`src/rtl/layer_stream_pkg.sv`:
```
// Shared types for the layer valid/ready streaming blocks.
package layer_stream_pkg;

  localparam int unsigned T = 9;

  typedef logic signed [T-1:0] word_t;

  typedef enum logic [0:0] {
    IDLE,
    SEND
  } strm_state_t;

endpackage

```
`src/rtl/lis_vec_buf.sv`:
```
// M x T register file: one synchronous write port, one asynchronous read port, async clear.
module lis_vec_buf #(
  parameter int unsigned T = 9,
  parameter int unsigned M = 5,
  localparam int unsigned AW = (M > 1) ? $clog2(M) : 1
) (
  input  logic          clk,
  input  logic          reset_n,
  input  logic          we,
  input  logic [AW-1:0] waddr,
  input  logic [T-1:0]  wdata,
  input  logic [AW-1:0] raddr,
  output logic [T-1:0]  rdata
);

  logic [T-1:0] mem [M];

  always_ff @(posedge clk or negedge reset_n) begin
    if (!reset_n) begin
      for (int i = 0; i < M; i++) mem[i] <= '0;
    end else if (we) begin
      mem[waddr] <= wdata;
    end
  end

  assign rdata = mem[raddr];

endmodule

```
`src/rtl/layer_input_streamer.sv`:
```
// Streams a stored M-element vector out over valid/ready, REPS passes back to back per start.
module layer_input_streamer #(
  parameter int unsigned T  = layer_stream_pkg::T,
  parameter int unsigned M  = 5,
  parameter int unsigned RW = 8,
  localparam int unsigned AW = (M > 1) ? $clog2(M) : 1
) (
  input  logic          clk,
  input  logic          reset_n,
  input  logic          wr_en,
  input  logic [AW-1:0] wr_addr,
  input  logic [T-1:0]  wr_data,
  input  logic          start,
  input  logic [RW-1:0] reps,
  output logic          m_valid,
  input  logic          m_ready,
  output logic [T-1:0]  data_out,
  output logic          busy,
  output logic          done
);

  import layer_stream_pkg::*;

  strm_state_t   state;
  logic [AW-1:0] idx;
  logic [AW-1:0] nxt_idx;
  logic [AW-1:0] rd_addr;
  logic [RW-1:0] rep;
  logic [RW-1:0] reps_q;
  logic [T-1:0]  rd_data;
  logic          buf_we;
  logic          last_idx;
  logic          last_xfer;
  logic          xfer;

  assign buf_we = wr_en && !busy && ({1'b0, wr_addr} < (AW + 1)'(M));

  always_comb begin
    last_idx  = (idx == AW'(M - 1));
    nxt_idx   = last_idx ? '0 : idx + AW'(1);
    last_xfer = last_idx && (rep == reps_q - RW'(1));
    xfer      = m_valid && m_ready;
    // The read port looks one element ahead so data_out can advance on the transfer edge.
    rd_addr   = (state == SEND) ? nxt_idx : '0;
  end

  lis_vec_buf #(
    .T(T),
    .M(M)
  ) u_buf (
    .clk    (clk),
    .reset_n(reset_n),
    .we     (buf_we),
    .waddr  (wr_addr),
    .wdata  (wr_data),
    .raddr  (rd_addr),
    .rdata  (rd_data)
  );

  always_ff @(posedge clk or negedge reset_n) begin
    if (!reset_n) begin
      state    <= IDLE;
      idx      <= '0;
      rep      <= '0;
      reps_q   <= '0;
      m_valid  <= 1'b0;
      data_out <= '0;
      busy     <= 1'b0;
      done     <= 1'b0;
    end else begin
      done <= 1'b0;
      case (state)
        IDLE: begin
          if (start) begin
            if (reps != '0) begin
              state    <= SEND;
              busy     <= 1'b1;
              m_valid  <= 1'b1;
              data_out <= rd_data;
              idx      <= '0;
              rep      <= '0;
              reps_q   <= reps;
            end else begin
              done <= 1'b1;
            end
          end
        end
        SEND: begin
          if (xfer) begin
            if (last_xfer) begin
              state   <= IDLE;
              m_valid <= 1'b0;
              busy    <= 1'b0;
              done    <= 1'b1;
              idx     <= '0;
              rep     <= '0;
            end else begin
              idx      <= nxt_idx;
              data_out <= rd_data;
              if (last_idx) rep <= rep + RW'(1);
            end
          end
        end
        default: state <= IDLE;
      endcase
    end
  end

endmodule
```
`config.mk`:
```
export PLATFORM = sky130hd
export DESIGN_NAME = layer_input_streamer
export DESIGN_NICKNAME = d
export VERILOG_FILES = /design/src/rtl/layer_stream_pkg.sv /design/src/rtl/lis_vec_buf.sv /design/src/rtl/layer_input_streamer.sv
export SDC_FILE = /design/constraint.sdc
export NUM_CORES = 1
export LEC_CHECK = 0
export BUFFER_PORTS_ARGS = -buffer_cell sky130_fd_sc_hd__clkbuf_2
export CORE_ASPECT_RATIO = 1.2
export CORE_MARGIN = 2
export CORE_UTILIZATION = 53
export CTS_CLUSTER_SIZE = 40
export DETAILED_ROUTE_END_ITERATION = 8
export PLACE_DENSITY = 0.74
export SLEW_MARGIN = 20
export SYNTH_ARGS = -nofsm -noshare
export SYNTH_HDL_FRONTEND = slang
export SYNTH_SLANG_ARGS = --single-unit
```
`constraint.sdc`:
```
create_clock -name clk -period 2.05 [get_ports clk]
set_input_delay 0.41 -clock clk [delete_from_list [all_inputs] [get_ports clk]]
set_output_delay 0.41 -clock clk [all_outputs]
set_load 0.02 [all_outputs]
```
== Word-level counts from Yosys, hierarchy flattened ==
Index checks and enable logic that the tools add are counted.
Cells by class
  add/sub/neg operators: 3
  $lt $le $gt $ge: 4
  equality and inequality tests: 8
  muxes and demuxes: 39
  bitwise logic cells: 3
  reductions and logical operators: 12
Operators by type and width (number)
  9-bit 2-to-1 mux: 7
  45-bit bitwise mux: 1
  8-bit 2-to-1 mux: 5
  9-bit binary-select mux with 3-bit select: 1
  9-bit demux with 3-bit select: 1
  3-bit 2-to-1 mux: 6
  9-bit one-hot mux with 2 select lines: 1
  8-bit one-hot mux with 2 select lines: 1
  1-bit 2-to-1 mux: 12
  4-bit AND reduction: 3
  8-bit by 1-bit adder with 8-bit output (second input constant): 1
  8-bit equality test: 1
  4-bit greater-or-equal comparator (second input constant): 2
  3-bit NOT with 4-bit output: 2
  8-bit nonzero test: 1
  8-bit by 1-bit subtractor with 8-bit output (second input constant): 1
  2-bit != test (second input constant): 3
  1-bit one-hot mux with 2 select lines: 3
  3-bit one-hot mux with 2 select lines: 1
  3-bit AND reduction: 2
  1-bit logical AND: 5
  4-bit by 1-bit < comparator with 1-bit output (second input constant): 1
  2-bit by 1-bit != test with 1-bit output (second input constant): 2
  3-bit by 1-bit adder with 3-bit output (second input constant): 1
  5 further kinds: 5
Storage, ports and cells
  register bits: 76
  input bits: 25
  output and inout bits: 12
  logic and storage cells: 81

== Logic depth before layout (Yosys ltp) ==
Gate-level depths: netlist of run 1.
  word-level depth: 10
  depth in mapped cells: 10
  gate-level depth less buffers: 8

== Modules after synthesis ==
Synthesis of run 1 repeated with hierarchy kept, for this count alone.
Unflattened totals
  cell total of the unflattened synthesis: 294
  area total of the unflattened synthesis: 3777.4 um2
Modules (own cells, without submodules)
  lis_vec_buf: times used 1, cells each 143, area each 2090.8 um2, seq. area each 1126.1 um2
  layer_input_streamer: times used 1, cells each 151, area each 1686.6 um2, seq. area each 775.7 um2

== Worst setup path after synthesis of run 1 ==
Ideal clock, no wire load.
  path kind: reg-to-reg
  from: reg reps_q[0]
  to: reg data_out[0]
  library setup time: 0.079 ns
  arrival time: 2.180 ns
  data required time: 1.971 ns
  path slack: -0.210 ns
  stages on the path, launching flop included: 10
  buffers on the path: 1
  period minus slack after synthesis: 2.260 ns
  cell sequence: dfrtp_1 inv_1 ha_1 xnor2_1 or3_1 nor4_2 o311ai_4 o21ai_2 buf_6 mux2i_1
Between the ends
  longest elaborated chain between the ends: 5
RTL lines
  start, declared: line layer_input_streamer.sv:29  | logic [RW-1:0] reps_q;
  start signal, assigned: line layer_input_streamer.sv:82  | reps_q <= reps;
  8-bit by 1-bit subtractor with 8-bit output: line layer_input_streamer.sv:41  | last_xfer = last_idx && (rep == reps_q - RW'(1));
  8-bit equality test: line layer_input_streamer.sv:41
  1-bit logical AND: line layer_input_streamer.sv:41
  2-bit != test (no line)
  4-bit AND reduction (no line)
  end signal, assigned: line layer_input_streamer.sv:79  | data_out <= rd_data;
  end signal, assigned: line layer_input_streamer.sv:99  | data_out <= rd_data;
  end, declared: line layer_input_streamer.sv:17  | output logic [T-1:0] data_out,
No other way between the ends.
A chain may end at the register's enable or synchronous reset.

== Worst setup path in the final report of run 1 ==
  from: reg reps_q[1]
  to: reg done
Between the ends
  longest elaborated chain between the ends: 6
RTL lines
  8-bit by 1-bit subtractor with 8-bit output: line layer_input_streamer.sv:41
  8-bit equality test: line layer_input_streamer.sv:41
  1-bit logical AND: line layer_input_streamer.sv:41
  1-bit 2-to-1 mux: line layer_input_streamer.sv:90  | if (last_xfer) begin
  1-bit 2-to-1 mux: line layer_input_streamer.sv:89  | if (xfer) begin
  1-bit one-hot mux with 2 select lines: line layer_input_streamer.sv:72  | case (state)
  end signal, assigned: line layer_input_streamer.sv:69  | done <= 1'b0;
  end signal, assigned: line layer_input_streamer.sv:71  | done <= 1'b0;
  end signal, assigned: line layer_input_streamer.sv:94  | done <= 1'b1;
  end, declared: line layer_input_streamer.sv:19  | output logic done
No other way between the ends.

==> impl_metrics.py, run 1 <==
metrics = {
    "final_layout": {
        "layout-area-overhead-vs-synth_pct": 26.44,
        "design.final.nets": 421,
        "final_layout_size_suffix_gt1_frac": 0.4181,
        "post_layout_instance_count_excluding_filler_cells": 484,
        "multi_input_area_um2": 1728,
        "antenna_cells_inserted": 0,
        "final_area_um2": 4602,
        "finalCoreUtilization": 0.6838,
        "register_area_um2": 1902,
        "final.fill_count": 498,
    },
    "clock_tree": {
        "tritoncts_num_sinks": 76,
        "clockBufferDepth": 2,
        "clock_buffers_created_by_tritoncts": 9,
        "clock_transition_at_the_registers_of_the_reported_paths_ps": 80,
        "cts_max_level": 3,
        "clockRootBuffer": "clkbuf_8",
        "cts_tree": "yes",
        "worstSkewPairLatency_ps": 360,
    },
    "drt": {
        "via_per_inst": 5.486,
        "routed_wirelength_mm": 7.995,
        "drc": 0,
        "detail_route.first_pass.iterations": 4,
        "detail_route.wl_per_cell_um": 16.52,
        "ant_nets": 0,
        "routed-via-count": 2655,
        "detailedRoute.firstIterationViolations": 135,
    },
    "synthesis": {
        "yosys.cell_count.top_type": "dfrtp_1",
        "synthesis.yosys.warnings": 0,
        "synthFlopType": "dfrtp_1",
        "postSynthCellCount": 305,
        "synth.cells.most_frequent": "dfrtp_1, mux2_2, mux2i_1",
        "synth.yosys.seq_area_share": 0.5225,
        "post-synth-top-area-cell": "dfrtp_1",
        "synth-edff-count": 0,
        "netlist-cell-type-count": 38,
        "syn_area_per_cell_um2": 11.93,
        "synth_top_area_share": 0.5225,
        "synthesis_stage_register_bit_count": 76,
        "synth_area_leaders": "dfrtp_1, mux2_2, mux2i_1",
        "synth_async_sr_flop_share": 1.000,
        "syn-cell-area_um2": 3640,
        "synth.net_count": 334,
    },
    "power": {
        "combPwrFrac": 0.449,
        "sequentialPowerShare": 0.355,
        "net-switching-power_mw": 2.230,
        "power.internal_mw": 3.794,
        "power_density_nw_per_um2": 1309,
        "swShare": 0.3702,
        "totalPowerFinal_mw": 6.024,
        "power_frac_clock": 0.196,
        "vdd_ir_drop_max_mv": 0.6627,
        "power_leakage_nw": 2.184,
    },
    "timing": {
        "finalClockSkew_ps": 10.62,
        "worstMarginPinSlew_ps": 463.9,
        "final_hold_viol_count": 0,
        "clock_period_minus_worst_slack_ps": 2325,
        "achievable-frequency_mhz": 430.0,
        "timing.final.setup_violations": 21,
        "worst_hold_slack_ps": 0.09559,
        "final_max_slew_viol_count": 0,
        "post-route-period-util": 1.134,
        "worst_slew_margin_rel": 0.6907,
        "setup_slack_ps": -275.5,
        "rsz0062_at_grt": "true",
    },
    "setup_path": {
        "critPathKind": "reg -> reg",
        "start_kind": "flip-flop",
        "end_kind": "flip-flop",
        "critical_path_arrival_ps": 2570,
        "cp.required_ps": 2290,
        "worst-path-max-fanout": 6,
    },
    "flow_run": {
        "max_cap_viol_count": 0,
    },
    "grt": {
        "number_of_global_route_vias_before_repair": 2749,
        "global_route_wire_length_before_repair_mm": 13.23,
        "global_route.overflow_total": 0,
        "grt_use_total": 0.2343,
        "grt_antenna_before_repair": 0,
        "grt_start_max_net_pins": 35,
    },
    "floorplan": {
        "rows": 33,
        "boundaryPins": 37,
        "core_box_area_um2": 6730,
        "die-height_um": 94.78,
        "die-area_um2": 7549,
        "start_util": 0.5408,
        "die_boundary_width_um": 79.65,
    },
    "place": {
        "place.gp.congestion": 0.7697,
        "buffers_added_on_ports": 36,
        "placed_area_um2": 4244,
        "place.detailed.instances": 462,
        "dp_hpwl_mm": 5.531,
    },
    "worst_hold_path": {
        "hold_class": "in -> async",
    },
    "run_status": {
        "run_status": "finished with violations",
        "violated_checks": "setup timing",
    },
}
## per-stage QoR
step                setup slack (ps)  setup TNS, ps
floorplan                     -44.50         -400.5
global placement              -318.0          -4438
detailed placement            -400.3          -6148
CTS                           -253.7          -4682
global route                  -393.8          -6976
finish                        -275.5          -5138
## final timing paths
path | cells past startpoint | startpoint | slack, ps | end
worst max-delay path | 8 | reps_q[1] | -280 | done
worst min-delay path | 1 | reset_n | 0.1 | reps_q[3]
worst max register to register | 8 | reps_q[1] | -280 | done
worst min register to register | 1 | u_buf.mem[5] | 510 | u_buf.mem[5]
max in group asynchronous | 2 | reset_n | 1470 | u_buf.mem[42]
min in group clk | 3 | reps[4] | 290 | reps_q[4]
## layout by cell type, fill, tap and decap left out, types with 3 or more instances in the layout
master	netlist	layout
mux2_2	49	49
buf_4	1	38
buf_6	1	6
nand2_1	20	19
o21ai_0	11	7
o22ai_1	11	9
inv_1	17	15
o21ai_1	3	5
nand3_1	8	8
o21ai_2	1	3
nor2_1	10	10
clkbuf_2	0	35
a21oi_1	14	12
buf_12	0	3
clkbuf_8	0	9
xnor2_1	14	14
nor4_1	3	3
dfrtp_1	76	76
mux2i_1	29	29
ha_1	4	3
nor3_1	4	4
## timing repair
item,in CTS,in global routing
hold buffers,0,0
endpoints found under the setup margin,21,21
cloned,1,0
gates resized for setup,27,1
hold endpoints to repair,0,0
buffers inserted,4,2
pin swaps,12,1
## power by group through the flow
stage / Clock (mW) / Combinational [mW] / Sequential (mW)
after global placement: 0 / 2.45 / 2.15
after global routing: 1.28 / 2.95 / 2.19
after detailed placement: 0 / 2.53 / 2.16
final: 1.18 / 2.71 / 2.14
after floorplan: 0 / 1.43 / 2.22
after CTS: 1.21 / 2.70 / 2.13
## area by class of cell
type | instances | area share
sequential | 76 | 0.4133
timing repair buffer | 82 | 0.1278
clock inverter | 7 | 0.01794
inverter | 17 | 0.01495
multi-input combinational | 206 | 0.3755
clock buffer | 9 | 0.02692
tap | 87 | 0.02365
## kinds of logic after synthesis
kind of cell             count (synthesis)  share of synthesized area
adder cells (fa/ha/maj)                  4                    0.01375
buffers and inverters                   24                    0.02888
AO/OA/AOI/OAI                           47                    0.07976
XOR/XNOR                                16                    0.03850
flip-flops                              76                     0.5225
AND/OR/NAND/NOR                         60                    0.08525
multiplexers                            78                     0.2314
## metal layers
layer,GRT usage,vias to the layer above,part of all wire,routed length [um]
met1,0.2788,1314,0.42,3366
met2,0.4083,60,0.52,4184
li1,-,1272,-,-
met4,0.08908,0,0.014,109
met5,0,-,0,0
met3,0.05736,9,0.042,334
## sequential cells by signal, indices dropped and copies added (netlist names)
signal,cells
u_buf.mem,45
data_out,9
rep,8
reps_q,8
idx,3
busy,1
done,1
state,1
## critical path, cell delays in order, from the launching register on
cell and delay, ps:
dfrtp_1 410, or4_4 570, buf_6 140, o211ai_1 220
o31ai_2 140, o311ai_4 380, buf_6 200, buf_4 110
o22ai_2 50
Power figures use the tool's default switching activity.
==> inputs of run 2 (changes only) <==
CORE_MARGIN = default   (was 2)
HOLD_SLACK_MARGIN = 0.08   (was default)
SKIP_CTS_REPAIR_TIMING = 1   (was default)
==> run 2 against run 1 <==
Effect of this change: the run still ends with setup timing left; worst setup slack gained 25 ps; final area shrank 1.5%; routed wire length shrank 6.8%; clock power grew 3%; flip-flop and latch count is the same; count of clock-buffer cells in the layout grew 2; sequential share of layout area grew 0.63 points; critical path depth is the same; power shrank 2.5%; critical path type unchanged; critical endpoint is now data_out[5]; largest cell class unchanged.
==> impl_metrics.py, run 2 (synthesis gave the netlist of run 1 again) <==
metrics = {
    "run_status": {
        "run_status": "finished with violations",
        "violated_checks": "setup timing",
    },
    "final_layout": {
        "final_layout_size_suffix_gt1_frac": 0.3939,
        "design.final.nets": 416,
        "antenna_cells_inserted": 0,
        "layout_commonest_cell": "dfrtp_1",
        "flip_flop_count_of_the_largest_register_after_layout": 45,
        "layout-area-overhead-vs-synth_pct": 24.54,
        "finalCoreUtilization": 0.6946,
        "post_layout_instance_count_excluding_filler_cells": 476,
        "layout_top_registers": "u_buf.mem (45), data_out (9)",
        "final.fill_count": 483,
        "largest_register": "u_buf.mem",
        "layout.cells.most_common_list": "dfrtp_1, mux2_2, buf_4, clkbuf_2, mux2i_1",
    },
    "clock_tree": {
        "tritoncts_num_sinks": 76,
        "cts_max_level": 3,
        "clockRootBuffer": "clkbuf_8",
        "clockBufferDepth": 2,
        "worstSkewPairLatency_ps": 340,
        "cts_tree": "yes",
        "clock_transition_at_the_registers_of_the_reported_paths_ps": 70,
        "clock_buffers_created_by_tritoncts": 9,
    },
    "setup_path": {
        "cp.required_ps": 2270,
        "start_kind": "flip-flop",
        "worst-path-max-fanout": 9,
        "critPathKind": "reg -> reg",
        "critical_path_arrival_ps": 2520,
        "end_kind": "flip-flop",
    },
    "power": {
        "power_leakage_nw": 2.166,
        "power_density_nw_per_um2": 1296,
        "vdd_ir_drop_max_mv": 0.9685,
    },
    "timing": {
        "finalClockSkew_ps": 6.038,
        "worst_hold_slack_ps": 296.7,
        "achievable-frequency_mhz": 434.8,
        "final_hold_viol_count": 0,
        "clock_period_minus_worst_slack_ps": 2300,
        "worstMarginPinSlew_ps": 511.8,
        "timing.final.setup_violations": 21,
        "rsz0062_at_grt": "true",
        "final_max_slew_viol_count": 0,
        "worst_slew_margin_rel": 0.6588,
        "setup_slack_ps": -250.0,
        "post-route-period-util": 1.122,
    },
    "drt": {
        "drc": 0,
        "detailedRoute.firstIterationViolations": 110,
        "via_per_inst": 5.445,
        "routed-via-count": 2592,
        "detail_route.wl_per_cell_um": 15.65,
        "detail_route.first_pass.iterations": 4,
        "routed_wirelength_mm": 7.451,
        "ant_nets": 0,
    },
    "grt": {
        "grt_start_max_net_pins": 40,
        "global_route.overflow_total": 0,
        "grt_antenna_before_repair": 0,
        "number_of_global_route_vias_before_repair": 2572,
        "global_route_wire_length_before_repair_mm": 12.09,
        "grt_use_total": 0.2238,
    },
    "floorplan": {
        "rows": 32,
        "die-area_um2": 7204,
        "boundaryPins": 37,
        "die-height_um": 92.78,
        "die_boundary_width_um": 77.65,
        "start_util": 0.5577,
        "core_box_area_um2": 6526,
    },
    "worst_hold_path": {
        "hold_class": "in -> reg",
    },
    "place": {
        "dp_hpwl_mm": 5.291,
        "buffers_added_on_ports": 36,
        "place.gp.congestion": 0.8533,
        "place.detailed.instances": 459,
    },
    "flow_run": {
        "max_cap_viol_count": 0,
    },
}
[run 2: final timing paths]
| path | endpoint | cells after the start | slack (ps) | startpoint |
|---|---|---|---|---|
| max | data_out[5] | 8 | -250 | reps_q[2] |
| min | reps_q[4] | 3 | 300 | reps[4] |
| max reg2reg | data_out[5] | 8 | -250 | reps_q[2] |
| min reg2reg | u_buf.mem[28] | 1 | 510 | u_buf.mem[28] |
| max in group asynchronous | u_buf.mem[12] | 3 | 900 | reset_n |
| min in group asynchronous | done | 2 | 580 | reset_n |
[run 2: layout make-up]
class | instances | area, um^2 | area share
Sequential cell | 76 | 1902 | 0.4195
Multi-Input combinational cell | 205 | 1700 | 0.3751
Timing Repair Buffer | 78 | 545.5 | 0.1203
Clock buffer | 11 | 141.4 | 0.03119
Tap cell | 85 | 106.4 | 0.02346
Clock inverter | 4 | 73.82 | 0.01628
Inverter | 17 | 63.81 | 0.01408
[run 2: worst max-delay path, stage by stage, from the launching register on]
cell	delay, ps
dfrtp_1	390
or4_4	580
buf_6	140
o211ai_1	210
o31ai_2	120
o311ai_4	360
o21ai_4	110
buf_12	160
mux2i_1	120
[run 2: stage by stage]
step / setup TNS (ps) / worst slack (ps) / area, um^2 / total power, mW
floorplan: -400.5 / -44.50 / 3649 / 3.654
global placement: -4669 / -342.8 / 4222 / 4.523
detailed placement: -6149 / -433.9 / 4222 / 4.601
CTS: -6507 / -444.0 / 4437 / 5.836
global route: -6274 / -330.5 / 4533 / 6.236
finish: -4541 / -250.0 / 4533 / 5.876
[run 2: power by group]
group | switching [mW] | total [mW] | internal, mW
logic | 1.29 | 2.52 | 1.23
registers | 0.257 | 2.14 | 1.88
clock network | 0.510 | 1.22 | 0.713
[run 2: layer usage]
layer | track usage | routed length (um) | vias up
li1 | - | - | 1259
met3 | 0.05714 | 229 | 12
met1 | 0.2590 | 3104 | 1272
met2 | 0.4004 | 3949 | 49
met4 | 0.07390 | 167 | 0
met5 | 0 | 0 | -
